**src/rtl/counter_pkg.sv**
```systemverilog
// counter_pkg: shared enums and next-action helper for the up/down counter channels
package counter_pkg;

    typedef enum logic { DIR_DOWN = 1'b0, DIR_UP = 1'b1 } dir_e;
    typedef enum logic { MODE_WRAP = 1'b0, MODE_SAT = 1'b1 } mode_e;

    // What an enabled step does to the count; kept width-independent so one
    // helper serves every channel width.
    typedef enum logic [2:0] {
        ACT_INC,
        ACT_DEC,
        ACT_ZERO,
        ACT_WRAP_MAX,
        ACT_CLAMP,
        ACT_SAT
    } act_e;

    // An out-of-range count is pulled back to max_val before any direction logic.
    function automatic act_e step_act(input dir_e dir, input mode_e mode, input logic over,
                                      input logic at_max, input logic at_zero);
        return over ? ACT_CLAMP :
               dir == DIR_UP ? (at_max ? (mode == MODE_SAT ? ACT_SAT : ACT_ZERO) : ACT_INC) :
                               (at_zero ? (mode == MODE_SAT ? ACT_SAT : ACT_WRAP_MAX) : ACT_DEC);
    endfunction

endpackage

```
**src/rtl/counter_channel.sv**
```systemverilog
// counter_channel: one WIDTH-bit up/down counter with modulus, wrap/saturate, load and clear
//   clock, reset (async, active-low), clear (sync, clears count and flags)
//   en, up, sat_mode, load, load_val, max_val : per-channel controls
//   carry_in  : gate from the previous channel (tied high when unchained)
//   carry_out : this channel is wrapping on the current step
//   count, wrap_pulse, sat_hit : registered outputs
module counter_channel
    import counter_pkg::*;
#(
    parameter int WIDTH = 12
) (
    input  logic             clock,
    input  logic             reset,
    input  logic             clear,
    input  logic             en,
    input  logic             up,
    input  logic             sat_mode,
    input  logic             load,
    input  logic             carry_in,
    input  logic [WIDTH-1:0] load_val,
    input  logic [WIDTH-1:0] max_val,
    output logic             carry_out,
    output logic [WIDTH-1:0] count,
    output logic             wrap_pulse,
    output logic             sat_hit
);

    logic             eff;
    act_e             act;
    logic [WIDTH-1:0] nxt;

    always_comb begin
        eff       = en & carry_in;
        act       = step_act(dir_e'(up), mode_e'(sat_mode), count > max_val,
                             count == max_val, count == '0);
        carry_out = eff & ~load & ~sat_mode & (up ? count == max_val : count == '0);
        nxt       = act == ACT_INC ? count + 1'b1 :
                    act == ACT_DEC ? count - 1'b1 :
                    act == ACT_ZERO ? '0 :
                    act == ACT_SAT ? count : max_val;
    end

    always_ff @(posedge clock or negedge reset) begin
        if (!reset) begin
            count      <= '0;
            wrap_pulse <= 1'b0;
            sat_hit    <= 1'b0;
        end else if (clear) begin
            count      <= '0;
            wrap_pulse <= 1'b0;
            sat_hit    <= 1'b0;
        end else if (load) begin
            count      <= load_val > max_val ? max_val : load_val;
            wrap_pulse <= 1'b0;
        end else begin
            count      <= eff ? nxt : count;
            wrap_pulse <= eff & (act == ACT_ZERO || act == ACT_WRAP_MAX);
            sat_hit    <= sat_hit | (eff & act == ACT_SAT);
        end
    end

endmodule

```
**src/rtl/multichannel_updown_counter.sv**
```systemverilog
// multichannel_updown_counter: bank of CHANNELS chainable up/down counters sharing one modulus
//   clock, reset (async, active-low), clear (sync, all channels)
//   en, up, sat_mode, chain, load : per-channel control bits (chain[0] ignored)
//   load_val : packed load values, channel 0 in the LSBs; max_val : shared terminal value
//   count (packed), wrap_pulse, sat_hit : registered per-channel outputs
module multichannel_updown_counter #(
    parameter int WIDTH    = 12,
    parameter int CHANNELS = 4
) (
    input  logic                      clock,
    input  logic                      reset,
    input  logic                      clear,
    input  logic [CHANNELS-1:0]       en,
    input  logic [CHANNELS-1:0]       up,
    input  logic [CHANNELS-1:0]       sat_mode,
    input  logic [CHANNELS-1:0]       chain,
    input  logic [CHANNELS-1:0]       load,
    input  logic [CHANNELS*WIDTH-1:0] load_val,
    input  logic [WIDTH-1:0]          max_val,
    output logic [CHANNELS*WIDTH-1:0] count,
    output logic [CHANNELS-1:0]       wrap_pulse,
    output logic [CHANNELS-1:0]       sat_hit
);

    // Per-block carry nets keep the same-cycle ripple free of a vector loop.
    genvar i;
    for (i = 0; i < CHANNELS; i++) begin : ch
        logic cin, cout;
        if (i == 0) begin : head
            assign cin = 1'b1;
        end else begin : link
            assign cin = chain[i] ? ch[i-1].cout : 1'b1;
        end
        counter_channel #(.WIDTH(WIDTH)) u_chan (
            .clock     (clock),
            .reset     (reset),
            .clear     (clear),
            .en        (en[i]),
            .up        (up[i]),
            .sat_mode  (sat_mode[i]),
            .load      (load[i]),
            .carry_in  (cin),
            .load_val  (load_val[i*WIDTH +: WIDTH]),
            .max_val   (max_val),
            .carry_out (cout),
            .count     (count[i*WIDTH +: WIDTH]),
            .wrap_pulse(wrap_pulse[i]),
            .sat_hit   (sat_hit[i])
        );
    end

    // Channel 0 has no predecessor and the last carry has no successor.
    logic unused_ends;
    assign unused_ends = chain[0] ^ ch[CHANNELS-1].cout;

endmodule

```
**config.mk**
```make
export PLATFORM = sky130hd
export DESIGN_NAME = multichannel_updown_counter
export DESIGN_NICKNAME = d
export VERILOG_FILES = /design/src/rtl/counter_pkg.sv /design/src/rtl/counter_channel.sv /design/src/rtl/multichannel_updown_counter.sv
export SDC_FILE = /design/constraint.sdc
export NUM_CORES = 1
export LEC_CHECK = 0
export ABC_AREA = 1
export ABC_CLOCK_PERIOD_IN_PS = 2450
export BUFFER_PORTS_ARGS = -buffer_cell sky130_fd_sc_hd__buf_2
export CAP_MARGIN = 20
export CORE_ASPECT_RATIO = 0.6
export CORE_MARGIN = 4
export CORE_UTILIZATION = 33
export DETAILED_ROUTE_END_ITERATION = 12
export PLACE_DENSITY_LB_ADDON = 0.08
export SYNTH_ARGS = -nofsm -noshare
export SYNTH_HDL_FRONTEND = slang
export SYNTH_SLANG_ARGS = --single-unit
```
**constraint.sdc**
```tcl
create_clock -name clock -period 2.45 [get_ports clock]
set_input_delay 0.6125 -clock clock [delete_from_list [all_inputs] [get_ports clock]]
set_output_delay 0.6125 -clock clock [all_outputs]
set_load 0.005 [all_outputs]
```
==> results.toml, run 1 <==
[clock_network]
tritoncts.num_buffers = 5
ctsHtreeMaxLevel = 2
post_cts_hold_buffer_count = 0
insertion_delay_ps = 340
cts.clk_slew.worst_paths_ps = 90
cts_tree = "done"
max-clock-path-buffers = 2
cts.sinks = 56
clockRootBuffer = "sky130_fd_sc_hd__clkbuf_16"

[layout]
design.final.nets = 1891
antenna_fix_cells = 0
layout_commonest_cell = "sky130_fd_sc_hd__nand2_1"
post-route-util_pct = 51.9
drive_above_1_share_pct = 35.6
fill_cell_instance_count_of_the_final_layout = 2511
area_growth_syn_to_layout_pct = 54.0
most-common-layout-cells = "sky130_fd_sc_hd__nand2_1 (336), sky130_fd_sc_hd__buf_4 (187), sky130_fd_sc_hd__buf_2 (129)"
seqCellArea_um2 = 1400
multiInputGateArea_um2 = 7410

[timing]
post-route-period-util_pct = 106
timing_hold_violations_final = 0
setup_total_negative_slack_ps = -2530
grt_setup_unrepaired = "yes"
measured_slew_at_the_worst_slew_check_pin_ps = 1010
maxSlewViolCount = 0
timing.max_slew.rel_slack_pct = 32.2
finalClockSkew_ps = 13.4
setup_viol_count_final = 38
fmaxAchievable_ghz = 0.385
final_critical_path_setup_slack_ps = -145
period_needed_ps = 2600

[logic_synthesis]
mappedNetlistArea_um2 = 8560
number_of_distinct_library_cell_variants_in_the_gate_level_netlist_after_synthesis = 40
average_cell_area_after_synthesis_um2 = 6.30
postSynth.asyncResetShare_pct = 100
synthesis.yosys.warnings = 0
ys_seq_elements = 56
post_synth_inst_count = 1360
synth_sequential_area_ratio_pct = 16.4
synth-edff-count = 0
synth.net_count = 1548
dominantRegCellSynth = "sky130_fd_sc_hd__dfrtp_1"

[worst_setup_path]
required_ps = 2730
timing.critical_path.to_type = "flop"
critical_path_peak_fanout = 6
critical_path_arrival_ps = 2880
critical_path_startpoint_category = "input pin"
timing_worst_setup_path_type = "in -> reg"

[global_route]
wire_length_of_the_first_global_routing_pass_um = 57600
grt-ovfl-total = 0
global_route.usage.total_pct = 25.6
via_count_of_the_first_global_routing_pass = 9925
antenna_violations_before_repair = 1
grt_start_max_net_pins = 41

[die]
core-area_um2 = 25400
start_util_pct = 33.7
die_wd_um = 216
fp.dieH_um = 133
top_level_ports = 139
row_count = 45
die_footprint_um2 = 28700

[drt]
drcViolationCount = 0
postRouteAntennaNets = 0
dr.first_iter.drc_count = 896
detailroute.via_count = 10742
drtPass1Iterations = 5
drt-wirelength-per-cell_um = 18.7
via_per_inst = 5.22
routed_wl_um = 38400

[power]
p_leak_uw = 0.00659
p_per_area_nw_per_um2 = 455
vdd_ir_drop_max_mv = 0.264

[hold_path]
timing.hold.worst.class = "in -> async"

[run]
drv.max_cap_violation_count = 0

[place]
dp.final_hpwl_um = 29400
portBuffers = 137
gp_routability_congestion = 0.922

[status]
failed_checks = "setup timing"
status = "finished with violations"
-- metrics by stage --
step	hold slack [ps]	total power, uW	setup WS, ps	area [um^2]	instances
finish	239	6000	-145	13200	2056
global placement	485	4240	-630	11000	1985
detailed placement	497	4260	-684	11000	1985
floorplan	317	2960	-38.1	8580	1360
CTS	252	5600	-46.9	12300	2034
global route	270	6430	-291	13200	2056
-- what timing repair did --
action / 4_1_cts / 5_1_grt
setup endpoints to repair: 52 / 51
pin swaps: 40 / 71
setup buffers: 36 / 22
endpoints found under the hold margin: 0 / 0
gates resized for setup: 134 / 197
cloned: 5 / 4
-- cell usage after synthesis, types with 5 or more instances --
master                     count  area [um^2]
sky130_fd_sc_hd__nor2_1      105          394
sky130_fd_sc_hd__nor4_1        5         31.3
sky130_fd_sc_hd__xor2_1       64          561
sky130_fd_sc_hd__a21oi_1      77          385
sky130_fd_sc_hd__buf_2        11         55.1
sky130_fd_sc_hd__clkbuf_1     27          101
sky130_fd_sc_hd__o21a_1        9         67.6
sky130_fd_sc_hd__nand2_1     369         1390
sky130_fd_sc_hd__o211ai_1     44          330
sky130_fd_sc_hd__nor3_1       20          100
sky130_fd_sc_hd__nand2_2      13         81.3
sky130_fd_sc_hd__ha_1        105         1310
sky130_fd_sc_hd__buf_4        11         82.6
sky130_fd_sc_hd__nand4_1      33          206
sky130_fd_sc_hd__nand3b_1     15          113
sky130_fd_sc_hd__buf_6         8         90.1
sky130_fd_sc_hd__nand3_1     130          651
sky130_fd_sc_hd__o21ai_0      81          405
sky130_fd_sc_hd__inv_1       136          510
sky130_fd_sc_hd__dfrtp_1      56         1400
sky130_fd_sc_hd__nor2_2        7         43.8
-- critical path, cell delays in order --
cell                         delay, ps
sky130_fd_sc_hd__buf_4             110
sky130_fd_sc_hd__clkinvlp_4        110
sky130_fd_sc_hd__buf_12            160
sky130_fd_sc_hd__ha_4              250
sky130_fd_sc_hd__nand2_1            90
sky130_fd_sc_hd__nor2_4            140
sky130_fd_sc_hd__nand4_1           170
sky130_fd_sc_hd__nand2_2           160
sky130_fd_sc_hd__nand2_2            80
sky130_fd_sc_hd__nor2_2            120
sky130_fd_sc_hd__nand3_2            80
sky130_fd_sc_hd__nand2_2            80
sky130_fd_sc_hd__nand3_2            70
sky130_fd_sc_hd__nand2_2            90
sky130_fd_sc_hd__nand2_4            80
sky130_fd_sc_hd__nand2_8            90
sky130_fd_sc_hd__buf_12            120
sky130_fd_sc_hd__buf_12            120
sky130_fd_sc_hd__nand3_2            60
sky130_fd_sc_hd__nand2_1            70
-- cell families after synthesis --
| group | share of synthesized area [%] |
|---|---|
| buf+inv | 9.98 |
| simple gates | 36.5 |
| xor+xnor | 6.95 |
| fa+ha+maj | 15.3 |
| compound gates | 14.9 |
| flops | 16.4 |
-- area by class of cell --
| type | instances | area share (%) |
|---|---|---|
| Clock inverter | 1 | 0.228 |
| Inverter | 138 | 4.23 |
| Multi-Input combinational cell | 1108 | 56.2 |
| Timing Repair Buffer | 394 | 24.2 |
| Clock buffer | 7 | 1.16 |
| Tap cell | 352 | 3.34 |
| Sequential cell | 56 | 10.6 |
-- power breakdown --
group	internal [uW]	total, uW	switching (uW)
logic	1700	3840	2140
clock network	543	998	455
registers	1040	1160	127
-- final timing paths --
check                                            from                    end  slack [ps]  depth (start not counted)
worst max-delay path                       max_val[4]  ch[3].u_chan.count[2]        -150                         20
worst min-delay path                            reset  ch[2].u_chan.count[2]         240                          1
worst max register to register  ch[1].u_chan.count[0]  ch[3].u_chan.count[2]         -10                         18
worst min register to register   ch[3].u_chan.sat_hit   ch[3].u_chan.sat_hit         510                          2
max in group asynchronous                       reset  ch[1].u_chan.count[6]        1540                          2
min in group clock               ch[3].u_chan.sat_hit   ch[3].u_chan.sat_hit         510                          2
-- registers in the layout, indices dropped and copies added, names as in the netlist --
| name | cells |
|---|---|
| ch.u_chan.sat_hit | 4 |
| ch.u_chan.count | 48 |
| ch.u_chan.wrap_pulse | 4 |
-- layer usage --
metal | up-vias | GRT usage (%) | wire, um
met3 | 35 | 3.28 | 2650
li1 | 5249 | - | -
met4 | 2 | 4.58 | 448
met2 | 376 | 37.9 | 16200
met1 | 5080 | 39.6 | 19100
met5 | - | 0 | 8
(Power assumes the default switching activity.)
==> inputs of run 2 (changes only) <==
Settings changed: GPL_ROUTABILITY_DRIVEN set to 0, SKIP_LAST_GASP set to 1.
==> run 2 against run 1 <==
Effect of this change: the flow still finishes with violations (setup timing); critical path depth is 4 lower; clock skew is 1.6 ps higher; setup slack better by 4.2 ps; register-to-register slack worse by 60 ps; wire length is 0.50% lower; utilization is 0.25 points higher; highest routed layer unchanged.
==> results.toml, run 2 (same netlist as run 1, synthesis figures left out) <==
[power]
p_leak_uw = 0.00662
vdd_ir_drop_max_mv = 0.281
p_per_area_nw_per_um2 = 442

[timing]
fmaxAchievable_ghz = 0.386
measured_slew_at_the_worst_slew_check_pin_ps = 1060
holdWs_ps = 124
finalClockSkew_ps = 15.0
timing.max_slew.rel_slack_pct = 29.3
setup_viol_count_final = 47
period_needed_ps = 2590
final_critical_path_setup_slack_ps = -141
timing_hold_violations_final = 0
post-route-period-util_pct = 106
maxSlewViolCount = 0
grt_setup_unrepaired = "yes"

[die]
start_util_pct = 33.7
top_level_ports = 139
die_wd_um = 216
fp.dieH_um = 133
core-area_um2 = 25400
die_footprint_um2 = 28700
row_count = 45

[status]
failed_checks = "setup timing"
status = "finished with violations"

[global_route]
global_route.usage.total_pct = 25.0
gr_util_met3_pct = 3.53
grt-ovfl-total = 0
wire_length_of_the_first_global_routing_pass_um = 57100
antenna_violations_before_repair = 1
grt_most_used_layer = "met1"
via_count_of_the_first_global_routing_pass = 10251
grt_start_max_net_pins = 29
gr-usage-met1_pct = 37.9
globalRouteMet2Util_pct = 37.5

[worst_setup_path]
timing_worst_setup_path_type = "in -> reg"
timing.rr.start = "ch[1].u_chan.count[1]"
critical_path_peak_fanout = 7
timing.critical_path.to_type = "flop"
timing.critical_path.from = "max_val[2]"
critical_path_startpoint_category = "input pin"
critical_path_arrival_ps = 2840
required_ps = 2700

[layout]
design.final.nets = 1898
biggestRegsByFlops = "ch.u_chan.count x48, ch.u_chan.sat_hit x4, ch.u_chan.wrap_pulse x4"
drive_above_1_share_pct = 35.9
most-common-layout-cells = "sky130_fd_sc_hd__nand2_1 (328), sky130_fd_sc_hd__buf_4 (199), sky130_fd_sc_hd__buf_2 (131)"
layout_commonest_cell = "sky130_fd_sc_hd__nand2_1"
largest-register = "ch.u_chan.count"
antenna_fix_cells = 0
area_growth_syn_to_layout_pct = 54.8
largest_register_ffs = 48
layout.cells.non_filler = 2063

[place]
portBuffers = 137
pre_cts_slack_ps = -645
dp.final_hpwl_um = 29200
dp.cells = 1985

[drt]
routed_wl_um = 38200
drtPass1Iterations = 5
drt-wirelength-per-cell_um = 18.5
dr.first_iter.drc_count = 897
drcViolationCount = 0
postRouteAntennaNets = 0
via_per_inst = 5.24
detailroute.via_count = 10805

[hold_path]
timing.hold.worst.class = "in -> async"

[clock_network]
insertion_delay_ps = 340
ctsHtreeMaxLevel = 2
cts.sinks = 56
max-clock-path-buffers = 2
tritoncts.num_buffers = 5
cts.clk_slew.worst_paths_ps = 80
cts_tree = "done"
clockRootBuffer = "sky130_fd_sc_hd__clkbuf_16"
post_cts_hold_buffer_count = 0

[run]
drv.max_cap_violation_count = 0
-- run 2: cell count changes in the layout (fill, tap and decap cells not counted), moves of 4 or more --
cell                        before  now
sky130_fd_sc_hd__buf_4         187  199
sky130_fd_sc_hd__buf_6          48   36
sky130_fd_sc_hd__nand2_1       336  328
sky130_fd_sc_hd__nor2_1         78   84
sky130_fd_sc_hd__nor2_4         22   16
sky130_fd_sc_hd__a21oi_2        11    6
sky130_fd_sc_hd__clkbuf_16       7   12
sky130_fd_sc_hd__nand3_1        99   94
sky130_fd_sc_hd__a21oi_1        64   68
sky130_fd_sc_hd__nand2_2        31   35
sky130_fd_sc_hd__nand2_4        15   19
sky130_fd_sc_hd__nand3_2        27   31
-- run 2: layout make-up --
cell class | instances | area (um^2)
clock buffer | 8 | 146
fill | 2561 | 12100
inverter | 138 | 568
multi-input combinational | 1108 | 7430
sequential | 56 | 1400
tap | 352 | 440
timing repair buffer | 400 | 3260
timing repair inverter | 1 | 7.51
-- run 2: final timing paths --
kind                                         endpoint  depth (start not counted)  slack (ps)
worst max register to register  ch[3].u_chan.count[1]                         18         -70
max in group asynchronous       ch[3].u_chan.count[6]                          2        1650
min in group clock               ch[3].u_chan.sat_hit                          2         490
worst min-delay path            ch[2].u_chan.count[2]                          1         120
worst min register to register   ch[3].u_chan.sat_hit                          2         490
worst max-delay path            ch[2].u_chan.count[3]                         16        -140
-- run 2: worst max-delay path: stages --
cell,delay (ps)
sky130_fd_sc_hd__buf_8,80
sky130_fd_sc_hd__clkinvlp_4,200
sky130_fd_sc_hd__buf_6,210
sky130_fd_sc_hd__ha_4,270
sky130_fd_sc_hd__nand2_4,50
sky130_fd_sc_hd__nor2_4,140
sky130_fd_sc_hd__nand3_4,120
sky130_fd_sc_hd__nand2_4,100
sky130_fd_sc_hd__nand2_4,50
sky130_fd_sc_hd__buf_6,130
sky130_fd_sc_hd__nor2_4,60
sky130_fd_sc_hd__nand4_1,160
sky130_fd_sc_hd__nand2_4,130
sky130_fd_sc_hd__buf_6,110
sky130_fd_sc_hd__clkinvlp_4,200
sky130_fd_sc_hd__o21ai_2,190
-- run 2: stage by stage --
step                power (uW)  utilization, %  instance area [um^2]  TNS [ps]
CTS                       5440            48.5                 12300     -1300
finish                    5860            52.2                 13300     -3810
global placement          4250            43.3                 11000    -27070
floorplan                 2960               -                  8580      -485
global route              6300            52.2                 13300     -9070
detailed placement        4260            43.3                 11000    -29490
-- run 2: repair_timing --
| item | in CTS | in global routing |
|---|---|---|
| pin swaps | 34 | 88 |
| resized for setup | 152 | 170 |
| setup endpoints to repair | 52 | 53 |
| setup buffers | 43 | 17 |
| cloned | 4 | 10 |
-- run 2: power breakdown --
part	internal, uW	leakage (uW)	switching [uW]	total [uW]
Combinational	1710	0.00581	2140	3840
Clock	413	0.0000712	425	837
Sequential	1040	0.000733	142	1180
Total	3150	0.00662	2700	5860
-- run 2: per-layer routing --
metal  up-vias  routed length, um
li1       5266                  -
met1      5169              19200
met2       326              16000
met3        42               2320
met4         2                680
met5         -                 13
